[src/rtl/controller_sequencer.sv]
// Six-phase (T1..T6) ring-counter sequencer for the 8-bit bus computer.
// Fetch strobes come from T alone; execute strobes come from T and the IR opcode.
module controller_sequencer (
  input  logic       CLK,
  input  logic       RESET,
  input  logic       en,
  input  logic [3:0] ir_op,
  output logic       enPC,
  output logic       OE_PC,
  output logic       load_MAR,
  output logic       OE_RAM,
  output logic       WE_IR,
  output logic       OE_IR,
  output logic       WE_Acc,
  output logic       OE_Acc,
  output logic       WE_Breg,
  output logic       OE_ALU,
  output logic       SUB,
  output logic       WE_OR,
  output logic       HLT,
  output logic [2:0] tstate,
  output logic       instr_done
);

  localparam logic [3:0] OP_LDA = 4'b0000;
  localparam logic [3:0] OP_ADD = 4'b0001;
  localparam logic [3:0] OP_SUB = 4'b0010;
  localparam logic [3:0] OP_OUT = 4'b1110;
  localparam logic [3:0] OP_HLT = 4'b1111;

  // Handshake: en=1 advances one T-state per clock; en=0 holds T and forces every
  // strobe low. Once halted, T is frozen at T4 until RESET.
  logic [5:0] t_q;
  logic       halted_q;
  logic       active;

  always_ff @(posedge CLK) begin
    if (RESET) begin
      t_q      <= 6'b000001;
      halted_q <= 1'b0;
    end else if (en && !halted_q) begin
      if (t_q[3] && ir_op == OP_HLT) halted_q <= 1'b1;
      else                           t_q      <= {t_q[4:0], t_q[5]};
    end
  end

  assign active = en && !halted_q && !RESET;

  always_comb begin
    tstate = 3'd1;
    if (!RESET) begin
      unique case (1'b1)
        t_q[1]:  tstate = 3'd2;
        t_q[2]:  tstate = 3'd3;
        t_q[3]:  tstate = 3'd4;
        t_q[4]:  tstate = 3'd5;
        t_q[5]:  tstate = 3'd6;
        default: tstate = 3'd1;
      endcase
    end
  end

  always_comb begin
    enPC     = 1'b0;
    OE_PC    = 1'b0;
    load_MAR = 1'b0;
    OE_RAM   = 1'b0;
    WE_IR    = 1'b0;
    OE_IR    = 1'b0;
    WE_Acc   = 1'b0;
    OE_Acc   = 1'b0;
    WE_Breg  = 1'b0;
    OE_ALU   = 1'b0;
    SUB      = 1'b0;
    WE_OR    = 1'b0;
    if (active) begin
      if (t_q[0]) begin
        OE_PC    = 1'b1;
        load_MAR = 1'b1;
      end
      if (t_q[1]) enPC = 1'b1;
      if (t_q[2]) begin
        OE_RAM = 1'b1;
        WE_IR  = 1'b1;
      end
      // Execute phases: the opcode is only looked at from T4 onward.
      case (ir_op)
        OP_LDA: begin
          if (t_q[3]) begin OE_IR = 1'b1; load_MAR = 1'b1; end
          if (t_q[4]) begin OE_RAM = 1'b1; WE_Acc = 1'b1; end
        end
        OP_ADD, OP_SUB: begin
          if (t_q[3]) begin OE_IR = 1'b1; load_MAR = 1'b1; end
          if (t_q[4]) begin OE_RAM = 1'b1; WE_Breg = 1'b1; end
          if (t_q[5]) begin OE_ALU = 1'b1; WE_Acc = 1'b1; end
          // SUB is raised a phase early so the ALU result has settled by the Acc load.
          if (ir_op == OP_SUB && (t_q[4] || t_q[5])) SUB = 1'b1;
        end
        OP_OUT: begin
          if (t_q[3]) begin OE_Acc = 1'b1; WE_OR = 1'b1; end
        end
        default: ;
      endcase
    end
  end

  assign HLT        = !RESET && (halted_q || (active && t_q[3] && ir_op == OP_HLT));
  assign instr_done = active && t_q[5];

endmodule

[config.mk]
export PLATFORM = sky130hd
export DESIGN_NAME = controller_sequencer
export DESIGN_NICKNAME = d
export VERILOG_FILES = /design/src/rtl/controller_sequencer.sv
export SDC_FILE = /design/constraint.sdc
export NUM_CORES = 1
export LEC_CHECK = 0
export BUFFER_PORTS_ARGS = -buffer_cell sky130_fd_sc_hd__buf_2
export CORE_MARGIN = 4
export CORE_UTILIZATION = 42
export DETAILED_ROUTE_END_ITERATION = 7
export GPL_ROUTABILITY_DRIVEN = 0
export PLACE_DENSITY = 0.73
export SETUP_SLACK_MARGIN = 0.1
export SKIP_CTS_REPAIR_TIMING = 1
export SLEW_MARGIN = 10
export SYNTH_ARGS = -nofsm -noshare
export SYNTH_HDL_FRONTEND = slang
export SYNTH_SLANG_ARGS = --single-unit
[constraint.sdc]
create_clock -name CLK -period 1.4 [get_ports CLK]
set_input_delay 0.28 -clock CLK [delete_from_list [all_inputs] [get_ports CLK]]
set_output_delay 0.28 -clock CLK [all_outputs]
set_load 0.05 [all_outputs]
==> results.md <==
- Outcome: complete, but fails checks
- Failing checks: negative setup slack
- Most numerous cell in the Yosys netlist: nor2_1
- Vias in the first global route: 726
- Seq cells post-synth: 7
- Leakage: 0.549 nW
- Detailed Place HPWL: 1460 um
- CP max FO: 3
- Final hold vios: 0
- Pwr dens: 648 nW/um^2
- Top cell type by total area after synthesis: dfxtp_1
- Worst EP arrival: 1670 ps
- Crit. End Element: output port
- H-tree level count: 1
- Fin area: 1290 um^2
- Share of the synthesized area in the top cell type: 0.230
- CTS tree: yes
- Pre-CTS WS: -342 ps
- Syn Nets: 88
- Hold Path Class: in2reg
- Netlist Area Pre-Place: 608 um^2
- Initial DRC count: 68
- Die Height: 46.1 um
- Initial antenna violation count: 0
- Clk slew on worst S/H paths: 60 ps
- Ys flop type: dfxtp_1
- Post-synth EDFFs: 0
- Starting Density: 0.456
- # DRC: 0
- Max-slew headroom: 0.790
- Layout cell share with drive strength beyond 1: 0.685
- Max Cap Violations: 0
- CP Launch Type: register
- Crit-path leading delay family: simple AND/OR/NAND/NOR gates
- Synth top area cells: dfxtp_1, nor2_1, nand2_1
- Dpl cells: 130
- Hold WS: 547 ps
- Total grt overflow: 0
- Period utilization: 1.39
- Area grow syn2layout: 113%
- Final #Nets: 138
- Die ar.: 2120 um^2
- CP peak stage delay: 460 ps
- Clock Sinks: 7
- Fmax: 514 MHz
- Row cnt: 13
- Final WS setup: -546 ps
- RSZ-0062 raised after global routing: true
- Pins Over Slew Limit: 0
- Core Box Area: 1330 um^2
- Setup TNS: -5840 ps
- Io pins: 24
- Total track usage: 0.208
- VDD IR-drop max: 0.000807 V
- Clock latency on the worst-skew pair: 270 ps
- Vias/cell: 6.40
- Crit Path Class: reg2out
- Final Critical Period: 1950 ps
- Detailed Route WL: 3410 um
- Largest net degree at the start of global routing: 22
- First-pass GRT wire length: 3130 um
- DR pass1 iterations: 4
- Worst EP required: 1120 ps
- Mapped Cells: 81
- Fin cells: 145
- Worst-margin pin slew: 315 ps
- Worst path slowest cell: or4_4
- Netlist cell types: 37
- Final ANT Viol Nets: 0
- Cts bufs inserted: 3
- Die W: 46.1 um
- Port Buffers: 23
- Sequential area share after synthesis: 0.230
- ANT cells: 0
- Clock Skews: 4.09 ps
- Ys async rst share: 0
- Via count: 928
- Ys Warns: 0
- Worst Path Buf+Inv: 1
- Syn Area/Cell: 7.51 um^2
- Routed WL per cell: 23.5 um
- Root buf cell: clkbuf_4
- Worst path cell trace: nand2b_4 -> or4_4 -> nor4b_4 -> buf_6
- Placed inst area: 953 um^2
- List of most frequent post-synthesis cells: nor2_1, nand2_1, dfxtp_1, nor3_1, a21oi_1
- Final setup vio count: 17
- Max clock buf depth: 2
registers in the layout, indices dropped and copies added, names as in the netlist:
register  cells
halted_q      1
t_q           6
cell families after synthesis:
group,share of synthesized area
buf+inv,0.0802
flops,0.230
compound gates,0.175
simple gates,0.500
xor+xnor,0.0144
worst min-delay path, stage by stage:
cell and delay (ps):
buf_2 90, buf_4 290, a21oi_1 100
cells in the final DEF (no fill, tap or decap), types with 2 or more instances in the layout:
master / count
buf_4: 23
buf_6: 16
nand2_1: 8
buf_8: 8
nor2_4: 7
buf_2: 6
nor2_1: 4
nor3_4: 3
nand4_1: 3
a21oi_1: 3
clkbuf_4: 3
dfxtp_4: 3
nand2b_4: 2
and2_4: 2
and4bb_2: 2
nor3_1: 2
nor4b_1: 2
o21ai_0: 2
dfxtp_2: 2
dfxtp_1: 2
power by group:
part | switching, W | internal [W] | total, W
sequential | 0.0000331 | 0.000213 | 0.000246
clock | 0.000103 | 0.000111 | 0.000213
combinational | 0.000216 | 0.000162 | 0.000378
total | 0.000352 | 0.000486 | 0.000838
final timing paths:
| check | startpoint | endpoint | slack, ps | cells past startpoint |
|---|---|---|---|---|
| max reg2reg | halted_q | t_q[5] | -240 | 7 |
| min | RESET | t_q[3] | 550 | 3 |
| min reg2reg | t_q[2] | t_q[3] | 600 | 2 |
| max | halted_q | SUB | -550 | 4 |
metrics by stage:
| stage | power (W) | util |
|---|---|---|
| after floorplan | 0.000445 | - |
| after global placement | 0.000516 | 0.715 |
| after detailed placement | 0.000522 | 0.715 |
| after CTS | 0.000716 | 0.735 |
| after global routing | 0.000863 | 0.969 |
| final | 0.000838 | 0.969 |
layout make-up:
| cell class | instances | area [um^2] |
|---|---|---|
| clock buffer | 4 | 26.3 |
| fill | 22 | 41.3 |
| inverter | 1 | 3.75 |
| multi-input combinational | 65 | 587 |
| sequential | 7 | 154 |
| tap | 15 | 18.8 |
| timing repair buffer | 53 | 503 |
routing by layer:
layer,vias up,share of wire,track usage
li1,395,-,-
met1,439,0.40,0.242
met2,85,0.49,0.324
met3,9,0.092,0.0820
met4,0,0.018,0.108
met5,-,0,0
Note: power is estimated with default switching activity, not from simulation.
